File: src/rtl/alu_arbiter.sv
// Round-robin arbiter that shares one combinational 8-bit ALU between two requesters:
// it latches the winner's operands, waits a programmable settle window, then captures the result.
module alu_arbiter #(
  parameter int EXEC_CYCLES = 1
) (
  input  logic       clk,
  input  logic       rst,
  input  logic       req0,
  input  logic [7:0] a0,
  input  logic [7:0] b0,
  input  logic [2:0] sel0,
  input  logic       req1,
  input  logic [7:0] a1,
  input  logic [7:0] b1,
  input  logic [2:0] sel1,
  output logic       gnt0,
  output logic       gnt1,
  output logic [7:0] alu_a,
  output logic [7:0] alu_b,
  output logic [2:0] alu_sel,
  input  logic [7:0] alu_out,
  input  logic       alu_uovf,
  input  logic       alu_sovf,
  output logic [7:0] result,
  output logic       res_uovf,
  output logic       res_sovf,
  output logic       done,
  output logic       done_id,
  output logic       busy
);

  typedef enum logic [1:0] {
    IDLE = 2'd0,
    EXEC = 2'd1,
    CAPT = 2'd2
  } state_t;

  localparam logic [3:0] CNT_LOAD = 4'(EXEC_CYCLES - 1);

  // Overflow flags only carry meaning for add (100) and sub (101).
  function automatic logic [1:0] qualify_flags(input logic [2:0] sel,
                                               input logic       uovf,
                                               input logic       sovf);
    logic arith;
    arith = (sel == 3'b100) || (sel == 3'b101);
    return arith ? {uovf, sovf} : 2'b00;
  endfunction

  state_t     r_state, w_state_nxt;
  logic [3:0] r_cnt, w_cnt_nxt;
  logic       r_last_id, w_last_id_nxt;
  logic       r_cur_id, w_cur_id_nxt;
  logic       r_gnt0, w_gnt0_nxt;
  logic       r_gnt1, w_gnt1_nxt;
  logic [7:0] r_alu_a, w_alu_a_nxt;
  logic [7:0] r_alu_b, w_alu_b_nxt;
  logic [2:0] r_alu_sel, w_alu_sel_nxt;
  logic [7:0] r_result, w_result_nxt;
  logic       r_res_uovf, w_res_uovf_nxt;
  logic       r_res_sovf, w_res_sovf_nxt;
  logic       r_done, w_done_nxt;
  logic       r_done_id, w_done_id_nxt;
  logic       r_busy, w_busy_nxt;

  logic       w_any_req;
  logic       w_win_id;
  logic [7:0] w_win_a;
  logic [7:0] w_win_b;
  logic [2:0] w_win_sel;
  logic [1:0] w_flags;

  // On a tie the requester that did not win last time is chosen.
  assign w_any_req = req0 | req1;
  assign w_win_id  = req1 & (~req0 | ~r_last_id);
  assign w_win_a   = w_win_id ? a1   : a0;
  assign w_win_b   = w_win_id ? b1   : b0;
  assign w_win_sel = w_win_id ? sel1 : sel0;
  assign w_flags   = qualify_flags(r_alu_sel, alu_uovf, alu_sovf);

  always_comb begin
    w_state_nxt    = r_state;
    w_cnt_nxt      = r_cnt;
    w_last_id_nxt  = r_last_id;
    w_cur_id_nxt   = r_cur_id;
    w_gnt0_nxt     = 1'b0;
    w_gnt1_nxt     = 1'b0;
    w_alu_a_nxt    = r_alu_a;
    w_alu_b_nxt    = r_alu_b;
    w_alu_sel_nxt  = r_alu_sel;
    w_result_nxt   = r_result;
    w_res_uovf_nxt = r_res_uovf;
    w_res_sovf_nxt = r_res_sovf;
    w_done_nxt     = 1'b0;
    w_done_id_nxt  = r_done_id;
    w_busy_nxt     = r_busy;
    case (r_state)
      IDLE: begin
        if (w_any_req) begin
          w_state_nxt   = EXEC;
          w_cnt_nxt     = CNT_LOAD;
          w_cur_id_nxt  = w_win_id;
          w_last_id_nxt = w_win_id;
          w_gnt0_nxt    = ~w_win_id;
          w_gnt1_nxt    = w_win_id;
          w_alu_a_nxt   = w_win_a;
          w_alu_b_nxt   = w_win_b;
          w_alu_sel_nxt = w_win_sel;
          w_busy_nxt    = 1'b1;
        end
      end
      EXEC: begin
        if (r_cnt == 4'd0) begin
          w_state_nxt = CAPT;
        end else begin
          w_cnt_nxt = r_cnt - 4'd1;
        end
      end
      CAPT: begin
        w_result_nxt   = alu_out;
        w_res_uovf_nxt = w_flags[1];
        w_res_sovf_nxt = w_flags[0];
        w_done_nxt     = 1'b1;
        w_done_id_nxt  = r_cur_id;
        w_busy_nxt     = 1'b0;
        w_state_nxt    = IDLE;
      end
      default: begin
        w_state_nxt = IDLE;
      end
    endcase
  end

  // Reset discards any in-flight operation and returns every output to zero.
  always_ff @(posedge clk) begin
    if (rst) begin
      r_state    <= IDLE;
      r_cnt      <= 4'd0;
      r_last_id  <= 1'b1;
      r_cur_id   <= 1'b0;
      r_gnt0     <= 1'b0;
      r_gnt1     <= 1'b0;
      r_alu_a    <= 8'd0;
      r_alu_b    <= 8'd0;
      r_alu_sel  <= 3'b000;
      r_result   <= 8'd0;
      r_res_uovf <= 1'b0;
      r_res_sovf <= 1'b0;
      r_done     <= 1'b0;
      r_done_id  <= 1'b0;
      r_busy     <= 1'b0;
    end else begin
      r_state    <= w_state_nxt;
      r_cnt      <= w_cnt_nxt;
      r_last_id  <= w_last_id_nxt;
      r_cur_id   <= w_cur_id_nxt;
      r_gnt0     <= w_gnt0_nxt;
      r_gnt1     <= w_gnt1_nxt;
      r_alu_a    <= w_alu_a_nxt;
      r_alu_b    <= w_alu_b_nxt;
      r_alu_sel  <= w_alu_sel_nxt;
      r_result   <= w_result_nxt;
      r_res_uovf <= w_res_uovf_nxt;
      r_res_sovf <= w_res_sovf_nxt;
      r_done     <= w_done_nxt;
      r_done_id  <= w_done_id_nxt;
      r_busy     <= w_busy_nxt;
    end
  end

  assign gnt0     = r_gnt0;
  assign gnt1     = r_gnt1;
  assign alu_a    = r_alu_a;
  assign alu_b    = r_alu_b;
  assign alu_sel  = r_alu_sel;
  assign result   = r_result;
  assign res_uovf = r_res_uovf;
  assign res_sovf = r_res_sovf;
  assign done     = r_done;
  assign done_id  = r_done_id;
  assign busy     = r_busy;

  a_exec_range: assert property (@(posedge clk) (EXEC_CYCLES >= 1) && (EXEC_CYCLES <= 15));

endmodule

File: config.mk
export PLATFORM = sky130hd
export DESIGN_NAME = alu_arbiter
export DESIGN_NICKNAME = d
export VERILOG_FILES = /design/src/rtl/alu_arbiter.sv
export SDC_FILE = /design/constraint.sdc
export NUM_CORES = 1
export LEC_CHECK = 0
export ABC_CLOCK_PERIOD_IN_PS = 1300
export CAP_MARGIN = 20
export CORE_MARGIN = 8
export CORE_UTILIZATION = 55
export DETAILED_ROUTE_END_ITERATION = 16
export DONT_BUFFER_PORTS = 1
export PLACE_DENSITY = 0.8
export SLEW_MARGIN = 20
export SYNTH_ARGS = -nofsm -noshare
export SYNTH_HDL_FRONTEND = slang
export SYNTH_SLANG_ARGS = --single-unit
File: constraint.sdc
create_clock -name clk -period 1.3 [get_ports clk]
set_input_delay 0.13 -clock clk [delete_from_list [all_inputs] [get_ports clk]]
set_output_delay 0.13 -clock clk [all_outputs]
set_load 0.005 [all_outputs]
* After elaboration in Yosys (flattened, before gate mapping)
Cells that the tools add are included.
Cells by class: $add $sub $neg 1, eq/ne operators 7, bitwise gates (word level) 8, shift operators 0, div/mod/pow operators 0, multiply operators 0, mux-type cells 13, order comparisons 0, reduce and logical (&&, ||, !) cells 10
Operator list (count):
- 8-bit 2-to-1 mux | 2
- 4-bit 2-to-1 mux | 2
- 4-bit case mux with 2 select lines | 1
- 3-bit == test, second input constant | 2
- 2-bit 2-to-1 mux | 3
- 2-bit != test, second input constant | 3
- 2-bit AND reduction | 3
- 1-bit inverter | 5
- 4-bit logical NOT | 1
- 2-bit case mux with 2 select lines | 1
- 2-bit nonzero test | 2
- 4-bit by 1-bit subtractor with 4-bit output, second input constant | 1
- 3-bit 2-to-1 mux | 1
- 3-bit AND reduction | 1
- 3-bit OR reduction | 1
- 2-bit by 1-bit == test with 1-bit output, second input constant | 1
- 2-bit == test, second input constant | 1
- 2-bit logical NOT | 1
- 1-bit 2-to-1 mux | 2
- 1-bit OR | 2
- 1-bit case mux with 2 select lines | 1
- 1-bit bitwise AND | 1
- 1-bit logical OR | 1
Word-level totals: memories kept 0, bits in registers 42, input bits 52, output and inout bits 34, latch bits 0, word-level logic and storage cells 54, bits in read-only memories 0, RAM bits 0

* Depth between registers and ports, before layout
word-level depth 4, mapped depth 5, depth with buffers taken out 5

* Worst setup path after synthesis
OpenSTA, ideal clock, no wires.
kind register -> register, from register r_state[0], to register r_alu_b[0] (netlist: alu_b[0]), arrival 1.240 ns, buffers on the path 2, setup time 0.122 ns, path slack -0.062 ns, stages on the path, launching flop included 5, required time 1.178 ns, clock period less this slack 1.362 ns, cell sequence dfxtp_1 -> buf_6 -> o31a_4 -> buf_6 -> a221o_1
Between the ends: longest elaborated chain between the ends 2
RTL lines:
- from (decl) | line 49 | state_t r_state, w_state_nxt;
- from (signal assigned) | line 152 | r_state <= w_state_nxt;
- 2-bit logical NOT | line 96 | case (r_state)
- 2-bit AND reduction (no source line)
- to (signal assigned) | line 159 | r_alu_b <= w_alu_b_nxt;
- to (decl) | line 56 | logic [7:0] r_alu_b, w_alu_b_nxt;
No other way between the ends. A chain may end at the register's enable or synchronous reset.

* Final worst setup path
from register r_state[1], to register r_alu_b[2] (netlist: alu_b[2])
The elaborated chain is that of the path after synthesis.

==> results_dict.tcl <==
set metrics [dict create \
    status "complete, but fails checks" \
    violations "setup timing" \
    grt_pass1_wl_mm 7.55 \
    wirelength_mm 4.88 \
    hold_depth 2 \
    peakVddDrop_mv 0.646 \
    synth_xor_xnor_area_share_pct 0 \
    core_um2 2980 \
    combPwrFrac_pct 16.2 \
    core.rowCount 20 \
    synth_ff_type "dfxtp_1" \
    ys_async_sr_fraction_pct 0 \
    cts_buffers 5 \
    path_clk_slew_ps 120 \
    dieArea_um2 5070 \
    die_y_um 71.2 \
    power_density_nw_per_um2 1130 \
    utilization_pct 74.6 \
    ff2ff_path_depth 4 \
    cts_tree "done" \
    netlist_instances 163 \
    vias 1472 \
    grt_pass1_vias 1541 \
    drc_errors 0 \
    synth_area_um2 1680 \
    wl_per_cell_um 20.7 \
    grt_max_degree 26 \
    critPathRequiredTime_ps 1590 \
    worst_pin_slew_ps 306 \
    grt_util_all_layers_pct 18.4 \
    power_w 0.00251 \
    cp-start-kind "register" \
    port_buffers 0 \
    htree_levels 2 \
    postSynthAreaPerCell_um2 10.3 \
    p_switching_w 0.000685 \
    fin_cells 235 \
    syn-num-nets 217 \
    routabilityCongestion 0.754 \
    criticalPathCategory "register to register" \
    rsz0062_at_grt "true" \
    initial_core_util_pct 56.3 \
    cts_buffer_depth 2 \
    yosys.area_share.adder_pct 1.49 \
    dp_cells 194 \
    crit_fanout 20 \
    grt_antenna_before_repair 0 \
    clkPwrFrac_pct 24.4 \
    viasPerCell 6.26 \
    cpPeakStageDelay_ps 380 \
    synthSimpleGateAreaFrac_pct 17.7 \
    timing.critical_path.slowest_stage_cell "or3_4" \
    synth_top_family_by_area "compound AO/OA/AOI/OAI gates" \
    drtIter0Drc 60 \
    dr.pass1.iters 4 \
    fin_ws_ps -100 \
    mostFrequentLayoutCells "dfxtp_1, dlygate4sd3_1, nand2_1, a221o_1, nor3_1" \
    leakage_nw 0.873 \
    fmax_mhz 714 \
    hpwl_mm 3.09 \
    slew_viol_final 0 \
    final_common_cell "dfxtp_1" \
    hold_path.class "input pin to register" \
    dieWidth_um 71.2 \
    pwr-share-seq_pct 59.4 \
    fin_skew_ps 13.3 \
    antenna_left 0 \
    cts_root_buffer "clkbuf_4" \
    rrSetupSlack_ps -100 \
    post_cts_buffers 0 \
    finalCritPeriodShare_pct 108 \
    setup_viol 22 \
    synth_edf_count 0 \
    synth.ff_latch_count 42 \
    yosys_warnings 0 \
    grt-ovfl-total 0 \
    swShare_pct 27.3 \
    internal_power_w 0.00182 \
    synth.area.mux_share_pct 0 \
    path_buf_inv 1 \
    synth_cell_types 32 \
    whs_ps 26.3 \
    cap_violations 0 \
    nets 255 \
    drive_above_1_share_pct 21.8 \
    worstPathArrival_ps 1690 \
    synthToLayoutAreaGrowth_pct 32.4 \
    end_kind "register" \
    synth_compound_area_share_pct 24.0 \
    antenna_cells 0 \
    finalHoldViolCount 0 \
    yosysSeqAreaShare_pct 50.1 \
    top_level_ports 86 \
    cp.depth 4 \
    crit_family "simple AND/OR/NAND/NOR gates" \
    period_needed_ps 1400 \
    worstPathCellList "or3_4, buf_4, nor3_4, a221o_1" \
    clock_sinks 42 \
    clock_latency_ps 340 \
    max_slew_margin_pct 79.5 \
]
[Yosys cell counts, types with 5 or more instances]
library cell | count | area, um^2
a221o_1 | 19 | 190
a22o_1 | 11 | 96.3
buf_6 | 5 | 56.3
clkbuf_1 | 6 | 22.5
dfxtp_1 | 42 | 841
inv_1 | 6 | 22.5
nand2_1 | 20 | 75.1
nor3_1 | 21 | 105
[power by group through the flow]
stage / combinational, W / clock, W / sequential (W)
final: 0.000405 / 0.000613 / 0.00149
after global routing: 0.000439 / 0.000689 / 0.00151
after CTS: 0.000373 / 0.000629 / 0.00149
after detailed placement: 0.000285 / 0 / 0.00152
after global placement: 0.000269 / 0 / 0.00152
after floorplan: 0.000253 / 0 / 0.00149
[path summary, 6_finish.rpt]
check                           startpoint       end
worst max-delay path            r_state[1]  alu_b[2]
worst min-delay path                  req0      gnt1
worst min register to register    r_cur_id  r_cur_id
worst max register to register  r_state[1]  alu_b[2]
[what timing repair did]
| item | CTS | global route |
|---|---|---|
| gates resized for setup | 10 | 20 |
| endpoints found under the hold margin | 32 | 2 |
| gates cloned | 1 | 0 |
| hold buffers | 31 | 1 |
| setup endpoints to repair | 26 | 33 |
| pin swaps | 1 | 3 |
[cell families (layout without fill, tap and decap cells)]
kind of cell,Yosys count,after routing
DFF,42,42
AOI/OAI and AO/OA,43,43
and+or+nand+nor,57,57
adders and majority gates,2,2
buffers and inverters,19,58
[layout make-up]
cell class / count / area [um^2]
clock buffer: 6 / 41.3
clock inverter: 2 / 13.8
fill: 195 / 757
inverter: 6 / 25.0
multi-input combinational: 102 / 836
sequential: 42 / 846
tap: 33 / 41.3
timing repair buffer: 44 / 418
[routing by layer]
layer  vias to the layer above  track usage [%]  part of all wire (%)
met5                         -                0                     0
met4                         0             5.08                  0.94
met3                         8             9.34                    10
met2                        80             32.3                    53
met1                       695             18.7                    36
li1                        689                -                     -
[sequential cells by signal, summed over array words and instances (netlist names), 2 cells and up]
register,count
alu_a,8
alu_b,8
alu_sel,3
r_cnt,4
r_state,2
result,8
[stage by stage]
stage	worst slack (ps)	TNS [ps]	area, um^2
after floorplan	-56.6	-1010	1680
after CTS	-63.3	-1040	2120
after global placement	-54.1	-627	1710
final	-100	-1530	2220
after global routing	-178	-3080	2220
after detailed placement	-129	-1650	1710
[worst register-to-register path: cells and delay by family, from the launching register on]
kind | cells | cell delay [ps]
flip-flops | 1 | 360
AND/OR/NAND/NOR | 2 | 610
AO/OA/AOI/OAI | 1 | 150
buffers and inverters | 1 | 230
Note: power is estimated with default switching activity, not from simulation.
